--- config.mk ---
export PLATFORM = sky130hd
export DESIGN_NAME = mem_port_arbiter
export DESIGN_NICKNAME = d
export VERILOG_FILES = /design/src/rtl/mem_port_arbiter.sv
export SDC_FILE = /design/constraint.sdc
export NUM_CORES = 1
export LEC_CHECK = 0
export BUFFER_PORTS_ARGS = -buffer_cell sky130_fd_sc_hd__buf_2
export CORE_UTILIZATION = 40
export CTS_CLUSTER_SIZE = 12
export DETAILED_ROUTE_END_ITERATION = 7
export GPL_ROUTABILITY_DRIVEN = 1
export GPL_TIMING_DRIVEN = 0
export PLACE_DENSITY_LB_ADDON = 0.12
export SLEW_MARGIN = 25
export SYNTH_ARGS = -nofsm -noshare
export SYNTH_HDL_FRONTEND = slang
export SYNTH_SLANG_ARGS = --single-unit
--- constraint.sdc ---
create_clock -name clk -period 1.85 [get_ports clk]
set_input_delay 0.0925 -clock clk [delete_from_list [all_inputs] [get_ports clk]]
set_output_delay 0.0925 -clock clk [all_outputs]
set_load 0.005 [all_outputs]
--- src/rtl/mem_port_arbiter.sv ---
// rtl/mem_port_arbiter.sv - two-requester memory port arbiter with round-robin ties and a bounded hold time
// Owner state drives the shared memory bus combinationally; grants, read data and read-valid pulses are registered.
module mem_port_arbiter #(
  parameter int MAX_HOLD = 4
) (
  input  logic       clk,
  input  logic       rst,
  input  logic       req0,
  input  logic [7:0] addr0,
  input  logic       we0,
  input  logic [7:0] wdata0,
  input  logic       req1,
  input  logic [7:0] addr1,
  input  logic       we1,
  input  logic [7:0] wdata1,
  output logic       gnt0,
  output logic       gnt1,
  output logic       rdValid0,
  output logic       rdValid1,
  output logic [7:0] rdata,
  output logic [7:0] memAddr,
  output logic       memWe,
  output logic [7:0] memWdata,
  input  logic [7:0] memVal
);

  localparam logic [3:0] HOLD_LIM = MAX_HOLD[3:0];

  typedef enum logic [1:0] {
    IDLE = 2'd0,
    OWN0 = 2'd1,
    OWN1 = 2'd2
  } state_t;

  state_t     state;
  state_t     state_nx;
  logic       armed;
  logic       last_owner;
  logic [3:0] count;
  logic [3:0] count_inc;
  logic       hold_hit;
  logic       xfer0;
  logic       xfer1;
  logic       read0;
  logic       read1;

  assign xfer0     = (state == OWN0) && req0;
  assign xfer1     = (state == OWN1) && req1;
  assign read0     = xfer0 && !we0;
  assign read1     = xfer1 && !we1;
  assign count_inc = (count == 4'd15) ? 4'd15 : count + 4'd1;
  // Compared with >= so an owner that ran long while alone yields right after the other side shows up.
  assign hold_hit  = (count_inc >= HOLD_LIM);

  always_comb begin
    memAddr  = 8'h00;
    memWe    = 1'b0;
    memWdata = 8'h00;
    if (xfer0) begin
      memAddr  = addr0;
      memWe    = we0;
      memWdata = wdata0;
    end else if (xfer1) begin
      memAddr  = addr1;
      memWe    = we1;
      memWdata = wdata1;
    end
  end

  always_comb begin
    state_nx = state;
    case (state)
      IDLE: begin
        // armed holds off the first grant until the second edge after reset release.
        if (armed) begin
          if (req0 && req1)  state_nx = last_owner ? OWN0 : OWN1;
          else if (req0)     state_nx = OWN0;
          else if (req1)     state_nx = OWN1;
        end
      end
      OWN0: begin
        if (!req0)                 state_nx = req1 ? OWN1 : IDLE;
        else if (req1 && hold_hit) state_nx = OWN1;
      end
      OWN1: begin
        if (!req1)                 state_nx = req0 ? OWN0 : IDLE;
        else if (req0 && hold_hit) state_nx = OWN0;
      end
      default: state_nx = IDLE;
    endcase
  end

  always_ff @(posedge clk or posedge rst) begin
    if (rst) begin
      state      <= IDLE;
      armed      <= 1'b0;
      last_owner <= 1'b1;
      count      <= 4'd0;
      gnt0       <= 1'b0;
      gnt1       <= 1'b0;
      rdValid0   <= 1'b0;
      rdValid1   <= 1'b0;
      rdata      <= 8'h00;
    end else begin
      armed    <= 1'b1;
      state    <= state_nx;
      gnt0     <= (state_nx == OWN0);
      gnt1     <= (state_nx == OWN1);
      rdValid0 <= read0;
      rdValid1 <= read1;
      if (read0 || read1) rdata <= memVal;
      if ((state_nx != state) && (state_nx != IDLE)) begin
        count      <= 4'd0;
        last_owner <= (state_nx == OWN1);
      end else if (xfer0 || xfer1) begin
        count <= count_inc;
      end
    end
  end

endmodule

# After elaboration in Yosys (flattened, before gate mapping)
# Index checks and enable logic that the tools add are counted.
# classes
order_cmp,1
n_eq_ne,6
n_reduce_logical,15
n_mux,21
addsub,1
# op_table
cell,count
$mux 8,4
$mux 2,10
$mux 4,3
$logic_and 1x1->1,8
$pmux 2 s3,1
$add 4x1->4 const B,1
$eq 2x1->1 const B,2
$eq 2x2->1 const B,2
$eq 4x4->1 const B,1
$ge 4x3->1 const B,1
$reduce_bool 2->1,2
$mux 1,3
$logic_not 1->1,2
$logic_not 2->1,1
$logic_or 1x1->1,2
$ne 2x2->1,1
# word_totals
reg_bits,20

# Logic depth before layout (Yosys ltp)
# depth
ltp_word,10
depth_mapped,8
ltp_nobuf,6

# Least setup slack after synthesis
# No wires, ideal clock.
# synth_timing
path_kind,flip-flop to flip-flop
start,reg count[0]
end,reg count[2]
path_buffers,0
stages_incl_launch_ff,7
synth_period_minus_slack_ns,1.700
setup_ns,0.140
t_arrival_ns,1.560
setup_slack_ns,0.150
path_cell_list,dfrtp_1 ha_1 and2_1 a21oi_2 nor4_1 o41ai_2 nor3_1
# synth_between
elab_chain_cells,10
elab_cells_between_ends,17
classes_between,1 x add/sub; 1 x order compare; 2 x eq/ne; 8 x mux; 5 x reduce/logical
# synth_rtl
item,line,text
start: declaration,39,logic [3:0] count;
start signal: assignment,116,count <= count_inc;
$add 4x1->4 / $eq 4x4->1 (equally long branches),51,assign count_inc = (count == 4'd15) ? 4'd15 : count + 4'd1;
$mux 4 (*),51,
$ge 4x3->1,53,assign hold_hit = (count_inc >= HOLD_LIM);
$logic_and 1x1->1 (on tied branches),"87, 83",
$mux 2 (on tied branches),"87, 83",
$mux 2 (on tied branches),"86, 82",
$pmux 2 s3,72,case (state)
$ne 2x2->1 / $reduce_bool 2->1 (equally long branches),112,if ((state_nx != state) && (state_nx != IDLE)) begin
$logic_and 1x1->1,112,
$mux 4 / $reduce_bool 2->1 (equally long branches),--,
# Mark *: on every way between the ends. The rest lies on a longest branch, timed or not. The select of a mux whose other input is x is not followed.
# A chain may end at the register's enable or synchronous reset.

# Worst setup path after layout
# layout_timing
start,reg count[0]
end,reg state[0]
# layout_between
elab_chain_cells,7
elab_cells_between_ends,11
classes_between,1 x add/sub; 1 x order compare; 1 x eq/ne; 6 x mux; 2 x reduce/logical
# layout_rtl
item,line,text
$add 4x1->4 / $eq 4x4->1 (equally long branches),51,
$mux 4 (*),51,
$ge 4x3->1 (*),53,
$logic_and 1x1->1 (on tied branches),"87, 83",
$mux 2 (on tied branches),"87, 83",
$mux 2 (on tied branches),"86, 82",
$pmux 2 s3 (*),72,
net state_nx[0],36,state_t state_nx;
end signal: assignment,106,state <= state_nx;
end: declaration,35,state_t state;
# Mark *: on every way through the listed nets, which the timed path passes. The rest lies on a longest branch.

==> summary.md <==
| Metric | Value |
|---|---|
| Vias per cell | around 5.3 |
| H-tree depth | 1 |
| Worst-path maximum fanout | 5 |
| Post-synth EDFFs | 0 |
| Worst setup EP type | register |
| Gate Count Post-Synth | 103 |
| Sw power | 0.686 mW |
| Worst hold path class | input port to register |
| I/O Buffers | between 70 and 80 |
| Drt drc | 0 |
| Mean post-synth cell area | 10.9 um2 |
| Most common cell after layout, fill and taps aside | buf_2 |
| GRT Util Overall | 19.4% |
| Core Box Area | roughly 2600 um2 |
| Switching share of power | 33.5% |
| Top post-synthesis cells by area | dfrtp_1, a22o_1, mux2_2 |
| Initial antenna violation count | 0 |
| Final Wtd Congestion | roughly 0.85 |
| Worst VDD drop | 0.846 mV |
| Synth warnings | 0 |
| Largest net degree at the start of global routing | 21 |
| Simple-gate portion of the synthesized area | 13.4% |
| LEAKAGE | just over 0.9 nW |
| Run status | complete, no violations |
| Clk pwr share | 17.3% |
| Origin of the worst setup path | count[0] |
| Final min period | 1.81 ns |
| Worst skew pair latency | 0.30 ns |
| Main combinational cell family by area after synthesis | compound AO/OA/AOI/OAI gates |
| Routed length per instance | about 14 um |
| FFs w/ async S/R, synth | 100% |
| Commonest cells after routing, fill and taps aside | buf_2, dfrtp_1, a22o_1 |
| Clock slew at reported path FFs | 0.11 ns |
| Post-DP HPWL | 2.27 mm |
| DRT Wirelength | roughly 3.2 mm |
| Sequential area share after synthesis | ~45% |
| Grt total ovfl | 0 |
| Design area | about 1700 um2 |
| Root Buffer | clkbuf_4 |
| Power Density | around 1200 nW/um2 |
| Compound-Gate Fraction of Synth Area | 25.7% |
| FMAX | 0.551 GHz |
| Distinct cells, synth | 37 |
| CP required | 2.03 ns |
| Number of CTS-inserted buffers | 3 |
| Main synth FF type | dfrtp_1 |
| Startpoint Class | register |
| Max Cap Viol | 0 |
| First-pass GRT wire length | 4.13 mm |
| Final ANT Viol Nets | 0 |
| Crit path DAT | 1.99 ns |
| Starting Density | 43.6% |
| Vias in the first global route | 967 |
| Power Internal | 1.36 mW |
| Synth top area share | 42.5% |
| Diodes inserted | 0 |
| Worst R2R Setup Slack | 0.04 ns |
| #FFs+latches synth | 20 |
| Comb power frac | 49.3% |
| Synthesized Nets | 150 |
| Post-synthesis adder-cell area fraction | under 10% |
| Final setup viols | 0 |
| Nets | 237 |
| Chip Height | 54.9 um |
| Top sig layer | met4 |
| Num Clock Sinks | 20 |
| Layout Area Growth over Synthesis | 54.6% |
| Final Worst Setup Slack | between 0.03 and 0.04 ns |
| Post-Route Skew | 0.000827 ns |
| Final Max Tran Viols | 0 |
| CTS tree | built |
| Met3 routed WL | 152 um |
| Reg power frac | 33.4% |
| Mux contribution to synthesized area | 8.04% |
| Final hold vios | 0 |
| # IOs | 75 |
| Slew @ Worst Pin | 0.733 ns |
| Total Power | slightly above 2 mW |
| FF-to-FF Start | count[0] |
| Post-DP Area | between 1500 and 2000 um2 |
| Xor/xnor cell area share of the yosys netlist | 0% |
| Via Count | 1,155 |
| M1 WL | 1.28 mm |
| DRT iter0 DRCs | 21 |
| Period utilisation layout | a little over nine tenths |
| WS Path Type | register to register |
| Die Area | 3020 um2 |
| Min-delay src | memVal[5] |
| Area leader, netlist | dfrtp_1 |
| Worst rel slew slack | 51.1% |
| Routed length on met2 | 1.72 mm |
| TritonRoute pass-1 iters | 5 |
| Ratio of cells with drive above 1 in the final layout | 57.1% |
| Post-place setup slack | -0.0836 ns |
| Max clock buf depth | 2 |
| Die Wd | ~55 um |
| Final Util | between 60% and 70% |
| # fillers | about 210 |
| Row Count | 18 |
| Synth Cell Area | ~1100 um2 |
[critical path: stages, from the launching register on]
cell	delay, ns
dfrtp_1	0.44
ha_4	0.20
and2_4	0.17
a21oi_4	0.22
or2_2	0.19
o22ai_1	0.11
a2111oi_1	0.36
[area by class of cell]
| cell class | instances | area [um2] | share of cell area [%] |
|---|---|---|---|
| Tap cell | 30 | 37.5 | 2.17 |
| Buffer | 5 | 48.8 | 2.82 |
| Sequential cell | 20 | 502 | 29.0 |
| Multi-Input combinational cell | 70 | 606 | 35.0 |
| Inverter | 6 | 22.5 | 1.30 |
| Clock inverter | 1 | 30.0 | 1.73 |
| Timing Repair Buffer | 84 | 463 | 26.7 |
| Clock buffer | 3 | 22.5 | 1.30 |
[power groups by stage]
stage / logic (mW) / clock network [mW] / registers, mW
final: 1.01 / 0.353 / 0.684
after global routing: 1.12 / 0.389 / 0.711
after CTS: 0.943 / 0.360 / 0.674
after detailed placement: 0.875 / 0 / 0.693
after global placement: 0.837 / 0 / 0.687
after floorplan: 0.537 / 0 / 0.703
[synthesized netlist by cell type, types with 2 or more instances]
| cell type | number |
|---|---|
| dfrtp_1 | 19 |
| a22o_1 | 17 |
| mux2_2 | 8 |
| inv_1 | 6 |
| nor2_1 | 5 |
| nand2_1 | 4 |
| a21o_1 | 3 |
| buf_6 | 3 |
| nor3_1 | 3 |
| o21ai_0 | 3 |
| a2111oi_0 | 2 |
| a21oi_1 | 2 |
| and3b_1 | 2 |
| buf_2 | 2 |
| nor4_1 | 2 |
[registers in the layout (all words and copies together) (netlist names)]
name and count:
rdValid0 1, last_owner 1, rdValid1 1, rdata 8, gnt0 1, gnt1 1, state 2, count 4
armed 1
[worst paths after layout]
kind                            depth (start not counted)       end
worst max-delay path                                    6  state[0]
worst min-delay path                                    2  rdata[5]
worst max register to register                          6  state[0]
worst min register to register                          1  rdata[2]
max in group asynchronous                               3      gnt1
min in group asynchronous                               3  rdata[7]
[metrics by stage]
stage / hold WS [ns] / TNS, ns / instances
floorplan: 0.0556 / 0 / 103
detailed placement: 0.258 / -0.276 / 207
global route: 0.00450 / -0.0213 / 219
global placement: 0.243 / -0.0185 / 207
finish: 0.0244 / 0 / 219
CTS: 0.0126 / 0 / 215
[timing repair]
item                                   CTS  global route
endpoints found under the hold margin   20             5
pin swaps                                2             0
hold buffers                             2             5
gates resized for setup                  6            13
setup endpoints to repair               15            21
buffers inserted                         3             0
[layer usage]
layer  global-route usage [%]  vias up
li1                         -      560
met1                     22.4      554
met2                     35.1       39
met3                     5.74        2
met4                     4.17        0
met5                        0        -
[cells by family (layout without fill, tap and decap cells)]
logic type	count (synthesis)	after routing
buf+inv	13	99
fa+ha+maj	1	1
flops	20	20
simple gates	25	25
mux	8	8
other cells	1	1
compound gates	35	35
(Power assumes the default switching activity.)
